--- config.mk ---
export PLATFORM = sky130hd
export DESIGN_NAME = reg_to_obi_bridge
export DESIGN_NICKNAME = d
export VERILOG_FILES = /design/src/rtl/core_v_mini_mcu_pkg.sv /design/src/rtl/obi_pkg.sv /design/src/rtl/reg_pkg.sv /design/src/rtl/reg_to_obi_bridge.sv
export SDC_FILE = /design/constraint.sdc
export NUM_CORES = 1
export LEC_CHECK = 0
export ABC_CLOCK_PERIOD_IN_PS = 3120
export CAP_MARGIN = 25
export CORE_UTILIZATION = 47
export CTS_CLUSTER_DIAMETER = 120
export CTS_CLUSTER_SIZE = 25
export DETAILED_ROUTE_END_ITERATION = 8
export PLACE_DENSITY_LB_ADDON = 0.15
export SLEW_MARGIN = 30
export SYNTH_ARGS = -nofsm -noshare
export SYNTH_HDL_FRONTEND = slang
export SYNTH_SLANG_ARGS = --single-unit
--- constraint.sdc ---
create_clock -name clk_i -period 3.12 [get_ports clk_i]
set_clock_uncertainty 0.15 [all_clocks]
set_input_delay 0.624 -clock clk_i [delete_from_list [all_inputs] [get_ports clk_i]]
set_output_delay 0.624 -clock clk_i [all_outputs]
set_load 0.02 [all_outputs]
--- src/rtl/core_v_mini_mcu_pkg.sv ---
// MCU-wide integration constants shared by all instances of the bus bridges.
package core_v_mini_mcu_pkg;

  localparam int unsigned REG_TO_OBI_DEFAULT_TIMEOUT = 255;

endpackage

--- src/rtl/obi_pkg.sv ---
// OBI request/response types used by the system bus masters and slaves.
package obi_pkg;

  typedef struct packed {
    logic        req;
    logic        we;
    logic [3:0]  be;
    logic [31:0] addr;
    logic [31:0] wdata;
  } obi_req_t;

  typedef struct packed {
    logic        gnt;
    logic        rvalid;
    logic [31:0] rdata;
  } obi_resp_t;

endpackage

--- src/rtl/reg_pkg.sv ---
// Register-bus request/response types shared by every reg_pkg responder and
// initiator in the system.
package reg_pkg;

  typedef struct packed {
    logic [31:0] addr;
    logic        write;
    logic [31:0] wdata;
    logic [3:0]  wstrb;
    logic        valid;
  } reg_req_t;

  typedef struct packed {
    logic [31:0] rdata;
    logic        error;
    logic        ready;
  } reg_rsp_t;

endpackage

--- src/rtl/reg_to_obi_bridge.sv ---
// Register-bus responder that replays each single transaction as one OBI master
// transaction, with a timeout that completes with error and then drains the OBI side.
module reg_to_obi_bridge #(
  parameter type         reg_req_t     = reg_pkg::reg_req_t,
  parameter type         reg_rsp_t     = reg_pkg::reg_rsp_t,
  parameter type         obi_req_t     = obi_pkg::obi_req_t,
  parameter type         obi_resp_t    = obi_pkg::obi_resp_t,
  parameter int unsigned TimeoutCycles = core_v_mini_mcu_pkg::REG_TO_OBI_DEFAULT_TIMEOUT
) (
  input  logic      clk_i,
  input  logic      rst_ni,
  input  reg_req_t  reg_req_i,
  output reg_rsp_t  reg_rsp_o,
  output obi_req_t  obi_req_o,
  input  obi_resp_t obi_resp_i
);

  typedef enum logic [2:0] {
    IDLE,
    REQ,
    RESP,
    DONE,
    FLUSH
  } state_e;

  localparam bit          TimeoutEn    = (TimeoutCycles != 32'd0);
  localparam logic [15:0] TimeoutLimit = 16'(TimeoutCycles);

  state_e      state_q, state_d;
  logic [31:0] addr_q, addr_d;
  logic        we_q, we_d;
  logic [31:0] wdata_q, wdata_d;
  logic [3:0]  be_q, be_d;
  logic [31:0] rdata_q, rdata_d;
  logic        error_q, error_d;
  logic [15:0] cnt_q, cnt_d;
  logic        gnt_seen_q, gnt_seen_d;
  logic        pending_flush_q, pending_flush_d;

  logic        req_active;
  logic        expired;
  logic        flush_owes_gnt;

  // After a timeout the OBI request must stay up until it is granted, even
  // though the register side has already been answered.
  assign flush_owes_gnt = pending_flush_q && !gnt_seen_q;
  assign req_active     = (state_q == REQ) ||
                          (((state_q == DONE) || (state_q == FLUSH)) && flush_owes_gnt);
  // Compare with >= so a gnt that wins the expiry cycle still leaves RESP bounded.
  assign expired        = TimeoutEn && (cnt_q >= TimeoutLimit);

  always_comb begin
    // NOTE: every variable gets its default first so no path can infer a latch.
    state_d         = state_q;
    addr_d          = addr_q;
    we_d            = we_q;
    wdata_d         = wdata_q;
    be_d            = be_q;
    rdata_d         = rdata_q;
    error_d         = error_q;
    cnt_d           = cnt_q;
    gnt_seen_d      = gnt_seen_q;
    pending_flush_d = pending_flush_q;

    if (req_active && obi_resp_i.gnt) begin
      gnt_seen_d = 1'b1;
    end

    unique case (state_q)
      IDLE: begin
        if (reg_req_i.valid) begin
          addr_d          = reg_req_i.addr;
          we_d            = reg_req_i.write;
          wdata_d         = reg_req_i.wdata;
          be_d            = reg_req_i.wstrb;
          cnt_d           = '0;
          gnt_seen_d      = 1'b0;
          pending_flush_d = 1'b0;
          state_d         = REQ;
        end
      end

      REQ: begin
        cnt_d = (cnt_q == '1) ? cnt_q : cnt_q + 16'd1;
        if (obi_resp_i.gnt) begin
          state_d = RESP;
        end else if (expired) begin
          rdata_d         = '0;
          error_d         = 1'b1;
          pending_flush_d = 1'b1;
          state_d         = DONE;
        end
      end

      RESP: begin
        cnt_d = (cnt_q == '1) ? cnt_q : cnt_q + 16'd1;
        if (obi_resp_i.rvalid) begin
          rdata_d = we_q ? 32'h0 : obi_resp_i.rdata;
          error_d = 1'b0;
          state_d = DONE;
        end else if (expired) begin
          rdata_d         = '0;
          error_d         = 1'b1;
          pending_flush_d = 1'b1;
          state_d         = DONE;
        end
      end

      DONE: begin
        if (!pending_flush_q) begin
          state_d = IDLE;
        end else if (gnt_seen_q && obi_resp_i.rvalid) begin
          // The late response landed while we were answering; nothing left to drain.
          pending_flush_d = 1'b0;
          state_d         = IDLE;
        end else begin
          state_d = FLUSH;
        end
      end

      FLUSH: begin
        if (gnt_seen_q && obi_resp_i.rvalid) begin
          pending_flush_d = 1'b0;
          state_d         = IDLE;
        end
      end

      default: state_d = IDLE;
    endcase
  end

  // NOTE: sequential state uses non-blocking assignments so every flop samples pre-edge values.
  always_ff @(posedge clk_i or negedge rst_ni) begin
    if (!rst_ni) begin
      state_q         <= IDLE;
      addr_q          <= '0;
      we_q            <= 1'b0;
      wdata_q         <= '0;
      be_q            <= '0;
      rdata_q         <= '0;
      error_q         <= 1'b0;
      cnt_q           <= '0;
      gnt_seen_q      <= 1'b0;
      pending_flush_q <= 1'b0;
    end else begin
      state_q         <= state_d;
      addr_q          <= addr_d;
      we_q            <= we_d;
      wdata_q         <= wdata_d;
      be_q            <= be_d;
      rdata_q         <= rdata_d;
      error_q         <= error_d;
      cnt_q           <= cnt_d;
      gnt_seen_q      <= gnt_seen_d;
      pending_flush_q <= pending_flush_d;
    end
  end

  // Outputs decode flops only; nothing from reg_req_i or obi_resp_i reaches them.
  always_comb begin
    obi_req_o       = '0;
    obi_req_o.req   = req_active;
    obi_req_o.we    = we_q;
    obi_req_o.be    = be_q;
    obi_req_o.addr  = addr_q;
    obi_req_o.wdata = wdata_q;

    reg_rsp_o       = '0;
    reg_rsp_o.ready = (state_q == DONE);
    reg_rsp_o.rdata = rdata_q;
    reg_rsp_o.error = error_q;
  end

endmodule

# [Word level (Yosys, flattened, before mapping)]
# Cells that the tools add are included.
[totals] register_bits=123 inputBits=106
[classes] add_sub_neg=1 n_lt_le_gt_ge=1 eq_ne=10 mux=31 n_reduce_logical=17
[ops] cell="$mux W32" count=4
[ops] cell="$pmux W32 S2" count=1
[ops] cell="$mux W16" count=2
[ops] cell="$pmux W16 S2" count=1
[ops] cell="$mux W3" count=7
[ops] cell="$add A16 B1 Y16 const B" count=1
[ops] cell="$eq A16 B16 Y1 const B" count=1
[ops] cell="$ge A16 B8 Y1 const B" count=1
[ops] cell="$pmux W3 S5" count=1
[ops] cell="$mux W1" count=13
[ops] cell="$ne A2 B2 Y1 const B" count=4
[ops] cell="$eq A3 B2 Y1 const B" count=2
[ops] cell="$reduce_and A2 Y1" count=3
[ops] cell="$pmux W1 S5" count=1
[ops] cell="$reduce_and A5 Y1" count=1
[ops] cell="$reduce_bool A5 Y1" count=1
[ops] cell="$logic_and A1 B1 Y1" count=4
[ops] cell="$reduce_bool A2 Y1" count=2
[ops] cell="$eq A3 B1 Y1 const B" count=1
[ops] cell="$eq A3 B3 Y1 const B" count=1
[ops] cell="$logic_not A3 Y1" count=1
[ops] cell="$reduce_and A3 Y1" count=1
[ops] cell="$logic_or A1 B1 Y1" count=2
[ops] cell="$ne A2 B1 Y1 const B" count=1
[ops] cell="3 further kinds" count=3

# [Depth between registers and ports, before layout]
[depth] depth_word=8 depth_mapped=8 mapped_depth_nobuf=5

# [Least setup slack after synthesis]
# Ideal clock, no wire load.
[synth_path] kind="register to output" from="register state_q[2]" to="output port obi_req_o[69] (netlist bit)" arrival_time_ns=1.315 slack_ns=1.031 path_stages_with_launch=6 path_buffers=2 path_cell_list="dfrtp_1 > clkbuf_1 > inv_1 > o211a_1 > or2_2 > buf_4"
[synth_via] elab_chain_len=4
[synth_rtl] item="from (decl)" line="reg_to_obi_bridge.sv:29" text="state_e state_q, state_d;"
[synth_rtl] item="from (signal assigned)" line="reg_to_obi_bridge.sv:146" text="state_q <= state_d;"
[synth_rtl] item="$eq A3 B2 Y1 or $eq A3 B3 Y1 (tied branches)" line="reg_to_obi_bridge.sv:48" text="(((state_q == DONE) || (state_q == FLUSH)) && flush_owes_gnt);"
[synth_rtl] item="$logic_or A1 B1 Y1" line="reg_to_obi_bridge.sv:48"
[synth_rtl] item="$logic_and A1 B1 Y1" line="reg_to_obi_bridge.sv:48"
[synth_rtl] item="$logic_or A1 B1 Y1 *" line="reg_to_obi_bridge.sv:47" text="assign req_active = (state_q == REQ) ||"
[synth_rtl] item="to (decl)" line="reg_to_obi_bridge.sv:14" text="output obi_req_t obi_req_o,"
# Every way passes the cells marked *; elsewhere a longest branch is shown, timed or not.

==> summary.txt <==
Final hold violation count = 3
Number of H-tree levels = 4
Maximum VDD drop = 664.2 uV
Met3 wire length = 1328 um
R2R Setup Slk = 0.94 ns
Clock power frac = 23.7%
Power, Total = 8.715 mW
Core area = 10510 um2
Final period util = 96.81%
Setup bufs post-CTS = 0
Max incr delay on CP = 0.61 ns
Drt first pass iters = 6
Hold WC Path Type = input port to asynchronous set/reset pin
Synth area leaders = dfrtp_1 (60%), nand2_1 (16%), a22o_1 (5.4%)
Final estimated routing congestion in global placement = 0.8820
Final net count = 839
1st-iter DRT viols = 365
Total negative slack = 0 ns
Post-Synthesis Cells = 530
Worst Setup Path Type = flip-flop to output pin
DRC errors left = 0
Switching power total = 3.356 mW
#FFs+latches synth = 123
Final Max Tran Viols = 0
Worst path bufs/invs = 1
Total gr overflow = 0
P&R area growth vs syn = 54.06%
N_diodes = 0
Die area = 11410 um2
Primary FF master, synth = dfrtp_1
Worst hold slack = -0.01056 ns
Synth warnings = 0
Layout cells sized above 1 = 7.651%
Synthesized Nets = 637
Distinct cells, synth = 48
Most frequent cells in the layout = nand2_1 (218), clkdlybuf4s50_1 (208), dfrtp_1 (120)
Vias = 4807
Status = complete, but fails checks
Crit path max-delay cell type = clkdlybuf4s50_1
Violated checks = hold timing
Cell Area, Synth = 5164 um2
P_leak = 3.650 nW
Initial Util = 49.14%
DR vias/cell = 5.456
WL per Instance = 17.32 um
Max clock buf depth = 2
Cts repair resizes = 1
Post-synthesis sequential area ratio = 59.61%
PD cells = 1096 nW/um2
Routed WL = 15260 um
CP delay by family, top = simple AND/OR/NAND/NOR gates
Max-Cap Viols = 0
Internal power = 5.359 mW
Port bufs = 209
Final setup violation count = 0
Switch share = 38.51%
Reg power frac = 32.1%
Required time worst endpoint = 2.35 ns
Post-synth ARST share = 100.0%
Hpwl dp = 10250 um
Top Ports = 210
Mean Syn Cell Area = 9.743 um2
DR top layer = met4
CTS Root Cell = clkbuf_8
Worst-skew pair later-pin latency = 0.52 ns
Placed Area = 7330 um2
CP Max Fanout = 12
Die height = 106.8 um
DRT antenna net count = 0
Worst setup SP type = flip-flop
Setup crit end kind = output pin
Clock Pin Slew Worst Setup and Hold Paths = 0.06 ns
# hold bufs at CTS = 0
Worst-Margin Slew = 0.8852 ns
Rows = 37
Post-layout min period = 3.021 ns
Logic gate share of total power = 44.2%
CP cell instances = nor2_1 > and3_1 > or2_2 > clkdlybuf4s50_1
Routed metal-1 wire length = 5871 um
Most common cell after layout, fill and taps aside = nand2_1
RSZ-0062 raised after global routing = no
EDFF count, synth = 0
Num CTS Buffers = 17
Initial antenna violation count = 0
WP data arrival = 2.25 ns
Max_slew headroom = 40.77%
Yosys top cell area share = 59.61%
Clk sink count = 123
Tot GR Track Use = 28.19%
Pin count of the biggest net entering global routing = 75
Global-route wire length before repair = 24570 um
CTS tree = done
Die Width = 106.8 um
Design Area, Final = 7955 um2
Vias in the first global route = 4831
Met2 WL = 7641 um
Synth area leader = dfrtp_1
Max Fclk = 0.3311 GHz
-- power groups by stage --
stage	Sequential (mW)	Clock [mW]	Combinational, mW
6_report	2.80	2.06	3.86
5_1_grt	2.88	2.17	4.14
4_1_cts	2.79	2.09	3.88
3_5_place_dp	2.78	0	3.84
3_3_place_gp	2.75	0	3.74
2_1_floorplan	3.44	0	1.37
-- flip-flops by register name, indices dropped and copies added (netlist names), 3 cells and up --
signal and cells:
addr_q 32, be_q 4, cnt_q 16, rdata_q 32, state_q 3, wdata_q 32
-- area by class of cell --
cell class / count / area [um2]
multi-input cells: 365 / 1889
clock inverters: 14 / 193.9
inverters: 8 / 30.03
well taps: 136 / 170.2
flip-flops and latches: 123 / 3082
repair buffers: 217 / 2162
clock buffers: 18 / 427.9
fillers: 735 / 2554
-- metal layers --
metal | up-vias | GRT usage [%]
li1 | 2203 | -
met1 | 2343 | 33.82
met2 | 222 | 46.41
met3 | 39 | 10.15
met4 | 0 | 10.76
met5 | - | 0
-- logic make-up (layout without fill, tap and decap cells) --
kind of cell / after synthesis / in the layout / share of synthesized area (%)
flops: 123 / 123 / 59.61
compound gates: 83 / 83 / 12.19
simple gates: 278 / 278 / 23.21
mux: 2 / 2 / 0.3877
fa+ha+maj: 1 / 1 / 0.2423
buf+inv: 42 / 257 / 4.047
xor+xnor: 1 / 1 / 0.3151
-- worst reg2reg max path, cell delays in order (launching register included) --
cell and delay [ns]:
dfrtp_1 0.41, ha_1 0.30, nand4_1 0.21, or4_1 0.70, a31oi_1 0.22, a31oi_1 0.06
-- synthesized netlist by cell type (all sizes together), types with 8 or more instances --
library cell	n
inv	8
dfrtp	123
buf	16
o21ai	9
a21oi	15
clkbuf	18
nand4	8
a31oi	10
nand2	219
a22o	32
-- worst paths after layout --
| check | depth (start not counted) | endpoint | startpoint |
|---|---|---|---|
| worst max-delay path | 4 | obi_req_o[69] | state_q[0] |
| worst min-delay path | 1 | gnt_seen_q | rst_ni |
| worst max register to register | 5 | cnt_q[11] | cnt_q[0] |
| worst min register to register | 2 | addr_q[17] | addr_q[17] |
| max in group asynchronous | 2 | addr_q[30] | rst_ni |
| min in group clk_i | 2 | addr_q[17] | addr_q[17] |
-- through the flow --
step           std cells  hold slack [ns]  setup slack, ns  util, %
4_1_cts              881          0.01361          0.01956    75.68
3_5_place_dp         849           0.3121           0.5343    69.75
2_1_floorplan        530           0.1784            1.031        -
6_report             881         -0.01056          0.09946    75.70
3_3_place_gp         849           0.3062           0.5960    69.75
5_1_grt              881          0.02551         0.009027    75.70
Power figures use the tool's default switching activity.
